File: config.mk
export PLATFORM = sky130hd
export DESIGN_NAME = mnacidpro_sequencer
export DESIGN_NICKNAME = d
export VERILOG_FILES = /design/src/rtl/mnacidpro_sequencer.sv
export SDC_FILE = /design/constraint.sdc
export NUM_CORES = 1
export LEC_CHECK = 0
export ABC_AREA = 1
export CAP_MARGIN = 20
export CORE_MARGIN = 5
export CORE_UTILIZATION = 55
export CTS_BUF_LIST = sky130_fd_sc_hd__clkbuf_8 sky130_fd_sc_hd__clkbuf_16
export DETAILED_ROUTE_END_ITERATION = 8
export PLACE_DENSITY = 0.88
export SYNTH_ARGS = -nofsm -noshare
export SYNTH_HDL_FRONTEND = slang
export SYNTH_SLANG_ARGS = --single-unit
File: constraint.sdc
create_clock -name clk -period 2.05 [get_ports clk]
set_clock_uncertainty 0.05 [all_clocks]
set_input_delay 0.41 -clock clk [delete_from_list [all_inputs] [get_ports clk]]
set_output_delay 0.41 -clock clk [all_outputs]
set_load 0.02 [all_outputs]
File: src/rtl/mnacidpro_sequencer.sv
// Purpose : Valve/pump sequencer for the nucleic-acid prep chip:
//           IDLE -> LOAD -> LYSE -> WASH (-> WASH again) -> ELUTE -> COLLECT -> DONE.
// Latency : all outputs registered; start sampled at edge k gives SETTLE/busy from cycle k+1.
// Backpressure: none; abort in any busy state returns to IDLE on the next edge.
// Ports   : clk, rst_n (async active-low), start, abort  -> inputs
//           valve[10:0], pump[2:0] (1 = closed), busy, done, aborted -> outputs
// Option  : define MNACIDPRO_SEQ_WASH2_EN to run a second WASH pass before ELUTE.
//           Zero-valued count parameters are treated as 1.
module mnacidpro_sequencer #(
  parameter int PHASE_CYC       = 4,
  parameter int SETTLE_CYC      = 2,
  parameter int LOAD_STROKES    = 8,
  parameter int LYSE_STROKES    = 4,
  parameter int WASH_STROKES    = 6,
  parameter int ELUTE_STROKES   = 3,
  parameter int COLLECT_STROKES = 2
) (
  input  logic        clk,
  input  logic        rst_n,
  input  logic        start,
  input  logic        abort,
  output logic [10:0] valve,
  output logic [2:0]  pump,
  output logic        busy,
  output logic        done,
  output logic        aborted
);

  localparam int PHASE_N   = (PHASE_CYC       < 1) ? 1 : PHASE_CYC;
  localparam int SETTLE_N  = (SETTLE_CYC      < 1) ? 1 : SETTLE_CYC;
  localparam int LOAD_N    = (LOAD_STROKES    < 1) ? 1 : LOAD_STROKES;
  localparam int LYSE_N    = (LYSE_STROKES    < 1) ? 1 : LYSE_STROKES;
  localparam int WASH_N    = (WASH_STROKES    < 1) ? 1 : WASH_STROKES;
  localparam int ELUTE_N   = (ELUTE_STROKES   < 1) ? 1 : ELUTE_STROKES;
  localparam int COLLECT_N = (COLLECT_STROKES < 1) ? 1 : COLLECT_STROKES;
  localparam int MAX_A     = (LOAD_N  > LYSE_N)    ? LOAD_N  : LYSE_N;
  localparam int MAX_B     = (WASH_N  > ELUTE_N)   ? WASH_N  : ELUTE_N;
  localparam int MAX_C     = (MAX_A   > MAX_B)     ? MAX_A   : MAX_B;
  localparam int MAX_N     = (MAX_C   > COLLECT_N) ? MAX_C   : COLLECT_N;

  // Counters only ever reach N-1; the +1 keeps a width of at least one bit.
  localparam int PW  = $clog2(PHASE_N + 1);
  localparam int SW  = $clog2(SETTLE_N + 1);
  localparam int STW = $clog2(MAX_N + 1);

  localparam logic [10:0] ALL_CLOSED = 11'h7FF;
  localparam logic [2:0]  PUMP_STOP  = 3'b111;
  localparam logic [2:0]  PUMP_PH0   = 3'b011;

  typedef enum logic [3:0] {
    S_IDLE, S_SETTLE, S_LOAD, S_LYSE, S_WASH, S_ELUTE, S_COLLECT, S_DONE
  } state_t;

  state_t           state;
  state_t           nxt_stage;   // stage entered when the current SETTLE ends
  logic [PW-1:0]    phase_cnt;
  logic [1:0]       phase_idx;
  logic [STW-1:0]   stroke_cnt;
  logic [SW-1:0]    settle_cnt;
`ifdef MNACIDPRO_SEQ_WASH2_EN
  logic             wash_second; // set while the second WASH pass is pending/running
`endif

  // Bits that are opened (driven 0) in each pumping stage.
  function automatic logic [10:0] open_mask(input state_t s);
    case (s)
      S_LOAD:    open_mask = 11'b000_1110_0000;  // horiz, waste, bead
      S_LYSE:    open_mask = 11'b001_0001_0001;  // lysis, vertical, loop_exit
      S_WASH:    open_mask = 11'b010_0100_0010;  // wash, waste, bead_trap
      S_ELUTE:   open_mask = 11'b010_0000_1100;  // elute, dead_end, bead_trap
      S_COLLECT: open_mask = 11'b101_0000_0000;  // loop_exit, collect
      default:   open_mask = 11'b000_0000_0000;
    endcase
  endfunction

  function automatic logic [2:0] pump_code(input logic [1:0] idx);
    case (idx)
      2'd0:    pump_code = 3'b011;
      2'd1:    pump_code = 3'b101;
      default: pump_code = 3'b110;
    endcase
  endfunction

  function automatic logic [STW-1:0] last_stroke(input state_t s);
    case (s)
      S_LOAD:  last_stroke = STW'(LOAD_N - 1);
      S_LYSE:  last_stroke = STW'(LYSE_N - 1);
      S_WASH:  last_stroke = STW'(WASH_N - 1);
      S_ELUTE: last_stroke = STW'(ELUTE_N - 1);
      default: last_stroke = STW'(COLLECT_N - 1);
    endcase
  endfunction

  function automatic state_t successor(input state_t s);
    case (s)
      S_LOAD:  successor = S_LYSE;
      S_LYSE:  successor = S_WASH;
      S_WASH:  successor = S_ELUTE;
      S_ELUTE: successor = S_COLLECT;
      default: successor = S_DONE;
    endcase
  endfunction

  always_ff @(posedge clk or negedge rst_n) begin
    if (!rst_n) begin
      state      <= S_IDLE;
      nxt_stage  <= S_LOAD;
      phase_cnt  <= '0;
      phase_idx  <= '0;
      stroke_cnt <= '0;
      settle_cnt <= '0;
      valve      <= ALL_CLOSED;
      pump       <= PUMP_STOP;
      busy       <= 1'b0;
      done       <= 1'b0;
      aborted    <= 1'b0;
`ifdef MNACIDPRO_SEQ_WASH2_EN
      wash_second <= 1'b0;
`endif
    end else begin
      done    <= 1'b0;
      aborted <= 1'b0;
      case (state)
        S_IDLE: begin
          if (start) begin
            state      <= S_SETTLE;
            nxt_stage  <= S_LOAD;
            settle_cnt <= '0;
            busy       <= 1'b1;
          end
        end
        S_DONE: state <= S_IDLE;
        default: begin
          if (abort) begin
            // Abort wins over both stage completion and settle expiry.
            state      <= S_IDLE;
            phase_cnt  <= '0;
            phase_idx  <= '0;
            stroke_cnt <= '0;
            settle_cnt <= '0;
            valve      <= ALL_CLOSED;
            pump       <= PUMP_STOP;
            busy       <= 1'b0;
            aborted    <= 1'b1;
`ifdef MNACIDPRO_SEQ_WASH2_EN
            wash_second <= 1'b0;
`endif
          end else if (state == S_SETTLE) begin
            if (settle_cnt == SW'(SETTLE_N - 1)) begin
              state      <= nxt_stage;
              settle_cnt <= '0;
              phase_cnt  <= '0;
              phase_idx  <= '0;
              stroke_cnt <= '0;
              valve      <= ~open_mask(nxt_stage);
              pump       <= PUMP_PH0;
            end else begin
              settle_cnt <= settle_cnt + 1'b1;
            end
          end else if (phase_cnt != PW'(PHASE_N - 1)) begin
            phase_cnt <= phase_cnt + 1'b1;
          end else begin
            phase_cnt <= '0;
            if (phase_idx != 2'd2) begin
              phase_idx <= phase_idx + 1'b1;
              pump      <= pump_code(phase_idx + 2'd1);
            end else if (stroke_cnt != last_stroke(state)) begin
              phase_idx  <= '0;
              stroke_cnt <= stroke_cnt + 1'b1;
              pump       <= PUMP_PH0;
            end else begin
              // Last phase of last stroke: leave the stage.
              phase_idx  <= '0;
              stroke_cnt <= '0;
              valve      <= ALL_CLOSED;
              pump       <= PUMP_STOP;
              if (state == S_COLLECT) begin
                state <= S_DONE;
                busy  <= 1'b0;
                done  <= 1'b1;
              end else begin
                state      <= S_SETTLE;
                settle_cnt <= '0;
`ifdef MNACIDPRO_SEQ_WASH2_EN
                if (state == S_WASH && !wash_second) begin
                  wash_second <= 1'b1;
                  nxt_stage   <= S_WASH;
                end else begin
                  wash_second <= 1'b0;
                  nxt_stage   <= successor(state);
                end
`else
                nxt_stage <= successor(state);
`endif
              end
            end
          end
        end
      endcase
    end
  end

endmodule

======== Word-level counts from Yosys, hierarchy flattened ========
Cells that the tools add are included.
W data, S select, Z words.
storage, ports and cells
  register bits after elaboration ......... 36
  logic and storage cells ................. 153
operators by class
  add/sub/neg operators ................... 4
  eq/ne operators ......................... 40
  multiplexer cells ....................... 83
  bitwise logic cells ..................... 3
  reduce and logical (&&, ||, !) cells .... 12
operators with widths
  cell                   count
  $mux W11               10
  $mux W4                25
  $pmux W11 S5           1
  $mux W3                11
  $eq A4 B3 Y1 const B   7
  $mux W2                13
  $pmux W3 S4            2
  $ne A3 B2 Y1 const B   6
  $eq A4 B2 Y1 const B   4
  $mux W1                16
  $ne A4 B3 Y1 const B   4
  $pmux W4 S2            2
  $ne A5 B3 Y1 const B   3
  $ne A2 B1 Y1 const B   6
  $not A11 Y11           1
  $reduce_and A5 Y1      2
  $ne A3 B3 Y1 const B   3
  $reduce_and A8 Y1      1
  $reduce_and A7 Y1      1
  $pmux W3 S2            1
  $reduce_and A6 Y1      1
  $ne A5 B2 Y1 const B   1
  $add A2 B1 Y2 const B  2
  $add A4 B1 Y4 const B  1
  other kinds (15)       18

======== Depth between registers and ports, before layout ========
  depth in word-level cells ............... 14
  gate-level depth with buffers ........... 14

======== Worst setup path after synthesis ========
OpenSTA, ideal clock, no wires.
  path kind ............................... reg-to-reg
  start point ............................. register state[1]
  end point ............................... register nxt_stage[2]
  library setup time ...................... 126 ps
  data arrival time ....................... 1646 ps
  required time ........................... 1874 ps
  setup slack ............................. 228 ps
  cell stages (with the launch flop) ...... 13
  path buffers ............................ 0
  cell sequence ........................... dfrtp_1 > inv_2 > ha_1 > nor2_1 > nand2_1 > nand2_1 > nand3_2 > nor2_4 > nand3_1 > nand2_1 > nand2_1 > nand2_1 > o21ai_1
on the way
  word-level cells in the longest chain between the ends .. 10
  elaborated cells on any way between the ends .. 32
  classes of those cells .................. 15 x eq/ne; 14 x mux; 1 x bitwise; 2 x reduce/logical
RTL lines
  what                                                 RTL line  source
  start: declaration                                   54        state_t state;
  start signal: assignment                             150       state <= nxt_stage;
  $eq A4 B3 Y1 / $eq A4 B2 Y1 (equally long branches)  85, 95
  $pmux W3 S4                                          85        case (s)
  $mux W4                                              164       if (phase_idx != 2'd2) begin
  $mux W4                                              160       end else if (phase_cnt != PW'(PHASE_N - 1)) begin
  $mux W4                                              148       end else if (state == S_SETTLE) begin
  $mux W4                                              134       if (abort) begin
  $mux W4                                              123       case (state)
  $ne A4 B4 Y1                                         167       end else if (stroke_cnt != last_stroke(state)) begin
  $ne A2 B1 Y1 (no line)                               --
  $reduce_and A8 Y1 (no line)                          --
  end signal: assignment                               193       nxt_stage <= successor(state);
  end: declaration                                     55        state_t nxt_stage;
Several ways; a longest one is shown, not always the timed one. The select of a mux whose other input is x is not followed.
A chain may end at the register's enable or synchronous reset.

======== Worst setup path after layout ========
Same ends and word-level chain as after synthesis.

==> metrics.txt <==
Worst Max-Slew Pin Slew 440 ps; number of DRC violations after detailed-routing iteration 0 between 100 and 150; final period utilization 95.3%; Detailed Place HPWL 2.88 mm; cell with the largest stage delay on the worst path dfrtp_1; library cells used by synthesis 32; CTS tree done; area of the core 0.00310 mm²; CP peak stage delay 420 ps; Total Die Area 0.00450 mm²; power per cell area 1750 mW/mm²; number of remaining DRC errors 0; Post-Layout Cell Count 297; initial core utilization roughly 58%; overall via count from detail_route 1,593; root buf cell clkbuf_8; Setup violations, final 0; Final min period 1950 ps; number of CTS-inserted buffers 5; fraction of final layout cells sized beyond drive strength 1 22.5%; DIE HEIGHT 67.1 µm; flip-flop and latch count after synthesis 31; arrival time of the worst setup path roughly 2100 ps; first-pass GRT wire length 6.70 mm; boundary pin count 21; Routed WL approximately 4.0 mm; TritonCTS sink count 31; number of nets in the synthesized netlist 230; final total power 0.00387 W; reg-to-reg slack, setup 100 ps; vias in the first global route 1,581; reg2reg end nxt_stage[2]; multi-input gate area in the final layout just under 900 µm²; Post-CTS Hold Fix Bufs 0; Lkg Pwr roughly 1.0 nW; Skew-Pair Late Insertion Delay roughly 290 ps; launch point of the worst path state[1]; nature of the critical path endpoint flip-flop; Critical Path Start Type flip-flop; start of the worst register-to-register path state[1]; grt total ovfl 0; Maximum Capacitance Violations 0; Final Net Count 260; Cell Area, Synth 0.00179 mm²; clock-pin slew reported for the worst setup and hold paths after clock tree synthesis around 70 ps; worst slack on hold paths 419 ps; final total negative setup slack 0 ps; peak supply drop a little over 900 µV; Sequential cell area 792 µm²; floorplan die width 67.1 µm; pin count of the biggest net entering global routing 32; maximum number of buffers from clock root to sink 2; count of buffers from port buffering 20; number of antenna violations at the first check in global routing 0; cell total after placement 288; library cell appearing most often on the critical path nand2_1; critical path fanouts, max 6; Post-Route Utilization a little over 70%; Avg Vias per Cell between 5 and 6; Cells after Synth 222; antenna diode count 0; Critical path destination nxt_stage[2]; sequential share of the synthesized area 44.1%; worst reg-to-reg path cell count 12; hold crit path type reg2reg; highest attainable clock frequency 512 MHz; TritonRoute pass-1 iters 4; average detailed-routed wire length per instance 13.4 µm; hold violation count in the final report 0; tightest slew margin relative to the limit a little over two thirds; Yosys warnings 0; cell-by-cell trace of the critical path buf_4 -> ha_1 -> nor2_1 -> nand2_1 -> nand2_1 -> nand3_2 -> nor2_4 -> nand3_1 -> nand2_1 -> nand2_1 -> nand2_1 -> o21ai_1; Final Max Tran Viols 0; Crit path required time 2170 ps; Site Rows 20; area grow syn2layout 23.4%; fill cell instance count of the final layout 254; weighted congestion reported at the end of routability-driven placement 0.909; status complete, no violations; overall fraction of global-route tracks in use 19.8%; Crit Path Category reg2reg; number of nets with antenna violations after routing 0; H-Tree Level Count 2; post-synthesis average cell area 8.08 µm²
==> power by group <==
group / total [W] / switching [W] / internal (W)
Sequential: 0.00117 / 0.000216 / 0.000956
Clock: 0.000629 / 0.000236 / 0.000393
Combinational: 0.00207 / 0.00125 / 0.000821
==> flip-flops by register name, summed over array words and instances, names as in the netlist <==
register and cells:
pump 3, settle_cnt 2, done 1, nxt_stage 3, phase_cnt 3, state 3
aborted 1, busy 1, phase_idx 2, stroke_cnt 4, valve 8
==> cells in the final DEF (no fill, tap or decap), types with 7 or more instances in the layout <==
cell type / n
nand3_1: 20
buf_4: 7
dfstp_2: 12
clkdlybuf4s50_1: 20
nor2_1: 15
nand2_2: 8
inv_1: 27
dfrtp_1: 18
nand2_1: 55
==> layout make-up <==
class / instances / area share (%)
Timing Repair Buffer: 28 / 12.3
Clock buffer: 6 / 3.73
Inverter: 30 / 5.08
Clock inverter: 2 / 1.58
Multi-Input combinational cell: 156 / 39.0
Sequential cell: 31 / 35.8
Tap cell: 44 / 2.49
==> worst min-delay path by stage <==
| stage | to | start | depth (start not counted) | slack [ps] |
|---|---|---|---|---|
| finish | pump[2] | pump[2] | 2 | 420 |
| CTS | pump[2] | pump[2] | 2 | 420 |
| detailed placement | busy | busy | 2 | 410 |
| global placement | pump[2] | pump[2] | 2 | 400 |
| floorplan | aborted | rst_n | 0 | 60 |
| global route | valve[9] | valve[9] | 2 | 440 |
==> layer usage <==
metal  vias to the layer above  wire, µm  global-route usage [%]
met5                         -         0                       0
met4                         0       105                    9.62
met3                        15       276                    5.40
met2                        65      1960                    33.9
met1                       732      1640                    22.7
li1                        781         -                       -
==> logic make-up after synthesis <==
family	Yosys count	synth area share (%)
AOI/OAI and AO/OA	34	12.9
DFF	31	44.1
and+or+nand+nor	117	31.3
xor gates and xnor gates	1	0.488
buffers and inverters	35	8.44
adders and majority gates	4	2.79
==> cells in the mapped netlist (all sizes together) <==
cell type | n | share of area, %
buf | 5 | 2.2
o31ai | 3 | 1.3
xor2 | 1 | 0.49
o211ai | 1 | 0.42
o21ai | 17 | 6.6
nand2 | 64 | 15
a21oi | 7 | 2.2
nor2 | 19 | 5.6
nand3 | 23 | 7.3
o21a | 2 | 0.84
dfrtp | 19 | 26
dfstp | 12 | 18
a22o | 1 | 0.49
nand4 | 3 | 1.0
ha | 4 | 2.8
nor4 | 2 | 0.70
o22ai | 2 | 0.70
a211oi | 1 | 0.42
inv | 30 | 6.3
nor3 | 5 | 1.4
or2 | 1 | 0.35
==> critical path: cells and delay by family, from the launching register on <==
family                   cells  cell delay, ps
adder cells (fa/ha/maj)      1             200
flip-flops                   1             420
AO/OA/AOI/OAI                1              60
buffers and inverters        1             160
AND/OR/NAND/NOR              9             950
==> stage by stage <==
step | setup WS (ps) | area [µm²]
finish | 97.0 | 2210
global route | -26.3 | 2210
CTS | 53.1 | 2190
detailed placement | 67.0 | 2080
global placement | 79.1 | 2080
floorplan | 228 | 1790
==> repair_timing <==
action                                  in CTS  in global routing
setup buffers                                0                  1
endpoints found under the setup margin       0                  9
gates resized for setup                      0                  3
Note: power is estimated with default switching activity, not from simulation.
==> edit: new RTL, same flow settings <==
Add an input register stage for `start` and `abort`, with the module's reset; this delays them by one clock. Comments in the files are not updated.
--- a/src/rtl/mnacidpro_sequencer.sv
+++ b/src/rtl/mnacidpro_sequencer.sv
@@ -53,2 +53,15 @@
 
+  logic start_q;
+  logic abort_q;
+
+  always_ff @(posedge clk or negedge rst_n) begin
+    if (!rst_n) begin
+      start_q <= '0;
+      abort_q <= '0;
+    end else begin
+      start_q <= start;
+      abort_q <= abort;
+    end
+  end
+
   state_t           state;
@@ -124,3 +137,3 @@
         S_IDLE: begin
-          if (start) begin
+          if (start_q) begin
             state      <= S_SETTLE;
@@ -133,3 +146,3 @@
         default: begin
-          if (abort) begin
+          if (abort_q) begin
             // Abort wins over both stage completion and settle expiry.
Behaviour: not the same (Yosys sat finds a counterexample within 4 cycles, from zero or initial values and one cycle with rst_n low).
==> edit against the unedited design <==
- non-clock buffer count fell by 1
- count of clock-buffer cells in the layout rose by 1
- die area rose by 0.60%
- largest power group unchanged
- design area rose by 1.1%
- clock power fell by 15%
- critical endpoint is now state[2]$_DFFE_PN0P_
- highest routed layer unchanged
- sequential cell count rose by 2
- wire length fell by 1.8%
- power rose by 7.8%
- first-iteration DRC count fell by 34%
- worst hold slack improved by 0.0030 ns
- setup slack improved by 0.0026 ns
- area after synthesis rose by 0.70%
==> edit: results (changes against the unedited design) <==
The total length of routed wires came out at 3920 µm (-1.8%). The placed wire-length estimate after detailed placement came out at 2820 µm (-2.1%). By area the synthesized netlist is led by sky130_fd_sc_hd__dfrtp_1, sky130_fd_sc_hd__dfstp_2, sky130_fd_sc_hd__nand2_1, sky130_fd_sc_hd__inv_1, sky130_fd_sc_hd__nor2_1.

The global-route wire length before repair is 6560 µm (-2.1%). The synthesized netlist net count is 232 (+0.87%). The largest net degree at the start of global routing came out at 34 (+6.3%). The warning count from the yosys run is 0 (unchanged). The total track usage is 19.5% (-0.29 points). The detail-routed via count per cell came out at 5.32 (-0.84%). The number of global-route vias before repair came out at 1503 (-4.9%). The final max-slew violation count is 0 (unchanged).

The largest voltage drop on the vdd net is 0.915 mV (+1.1%). The detailed router's first-iteration violation count is 71 (-34%). The placer's final routability congestion estimate is 0.927 (+2.0%). The number of inserted diodes is 0 (unchanged).

Counting instances in the post-synthesis netlist gives the leading cell types as sky130_fd_sc_hd__nand2_1, sky130_fd_sc_hd__inv_1, sky130_fd_sc_hd__nor2_1, sky130_fd_sc_hd__dfrtp_1, sky130_fd_sc_hd__nand3_1. The cell sitting at the root of the clock tree is a sky130_fd_sc_hd__clkbuf_8. The sequential fraction of the synthesis area is 46.5% (+2.5 points).

The number of buffers added by the clock tree synthesis step came out at 5 (unchanged). The fraction of layout cells with a size suffix above 1 is 22.4% (-0.089 points). The number of nets in the finished design came out at 261 (+0.38%). The flow ran to the end, and the final reports show no timing, DRC or antenna violations. The slew of the pin with the lowest slew margin came out at 0.399 ns (-0.0411 ns).

The largest incremental delay on the critical path came out at 0.39 ns (-0.03 ns). The critical-path maximum fanout came to 6 (unchanged). The post-place setup slack is 0.0875 ns (+0.0205 ns). The leakage power of the design is 1.07 nW (+2.6%).
-- edit: path summary, 6_finish.rpt --
kind	startpoint	to	slack, ns	cells after the start
min in group asynchronous	rst_n	nxt_stage[0]$_DFFE_PN0P_	0.47	2
worst max-delay path	state[1]$_DFFE_PN0P_	state[2]$_DFFE_PN0P_	0.1	13
worst min register to register	valve[6]$_DFFE_PN1P_	valve[6]$_DFFE_PN1P_	0.42	2
worst max register to register	state[1]$_DFFE_PN0P_	state[2]$_DFFE_PN0P_	0.1	13
worst min-delay path	valve[6]$_DFFE_PN1P_	valve[6]$_DFFE_PN1P_	0.42	2
max in group asynchronous	rst_n	valve[10]$_DFFE_PN1P_	1.15	2
-- edit: final cells by class --
class	count	area (µm²)
Tap cell	44	55.1
Timing Repair Buffer	27	265
Fill cell	256	865
Inverter	32	123
Clock inverter	1	5.00
Sequential cell	33	842
Clock buffer	7	96.3
Multi-Input combinational cell	154	852
-- edit: what timing repair did --
action | CTS | global route
buffers inserted | 0 | 2
setup endpoints to repair | 0 | 21
resized for setup | 0 | 14
-- edit: worst min-delay path, stage by stage (launching register included) --
cell,delay [ns]
sky130_fd_sc_hd__dfstp_2,0.37
sky130_fd_sc_hd__nand2_1,0.05
sky130_fd_sc_hd__o21ai_1,0.05
-- edit: kinds of logic after synthesis --
kind of cell / share of synthesized area, %
flip-flops: 46.5
buffers and inverters: 8.93
XOR/XNOR: 0.485
adder cells (fa/ha/maj): 2.77
AO/OA/AOI/OAI: 10.5
AND/OR/NAND/NOR: 30.7
-- edit: routing by layer --
metal  up-vias  track usage (%)  wire, µm
li1        776                -         -
met4         0             9.11       119
met3        14             6.16       246
met5         -                0         0
met2        54             32.4      1930
met1       741             22.9      1620
-- edit: metrics by stage --
| stage | cell area (µm²) | cells |
|---|---|---|
| finish | 2240 | 298 |
| global route | 2240 | 298 |
| CTS | 2170 | 296 |
| detailed placement | 2070 | 288 |
| global placement | 2070 | 288 |
| floorplan | 1810 | 224 |
-- edit: power by group --
| part | internal, W | leakage (nW) | switching (W) |
|---|---|---|---|
| Clock | 0.000303 | 0.0542 | 0.000230 |
| Sequential | 0.000974 | 0.401 | 0.000183 |
| Combinational | 0.000952 | 0.616 | 0.00153 |
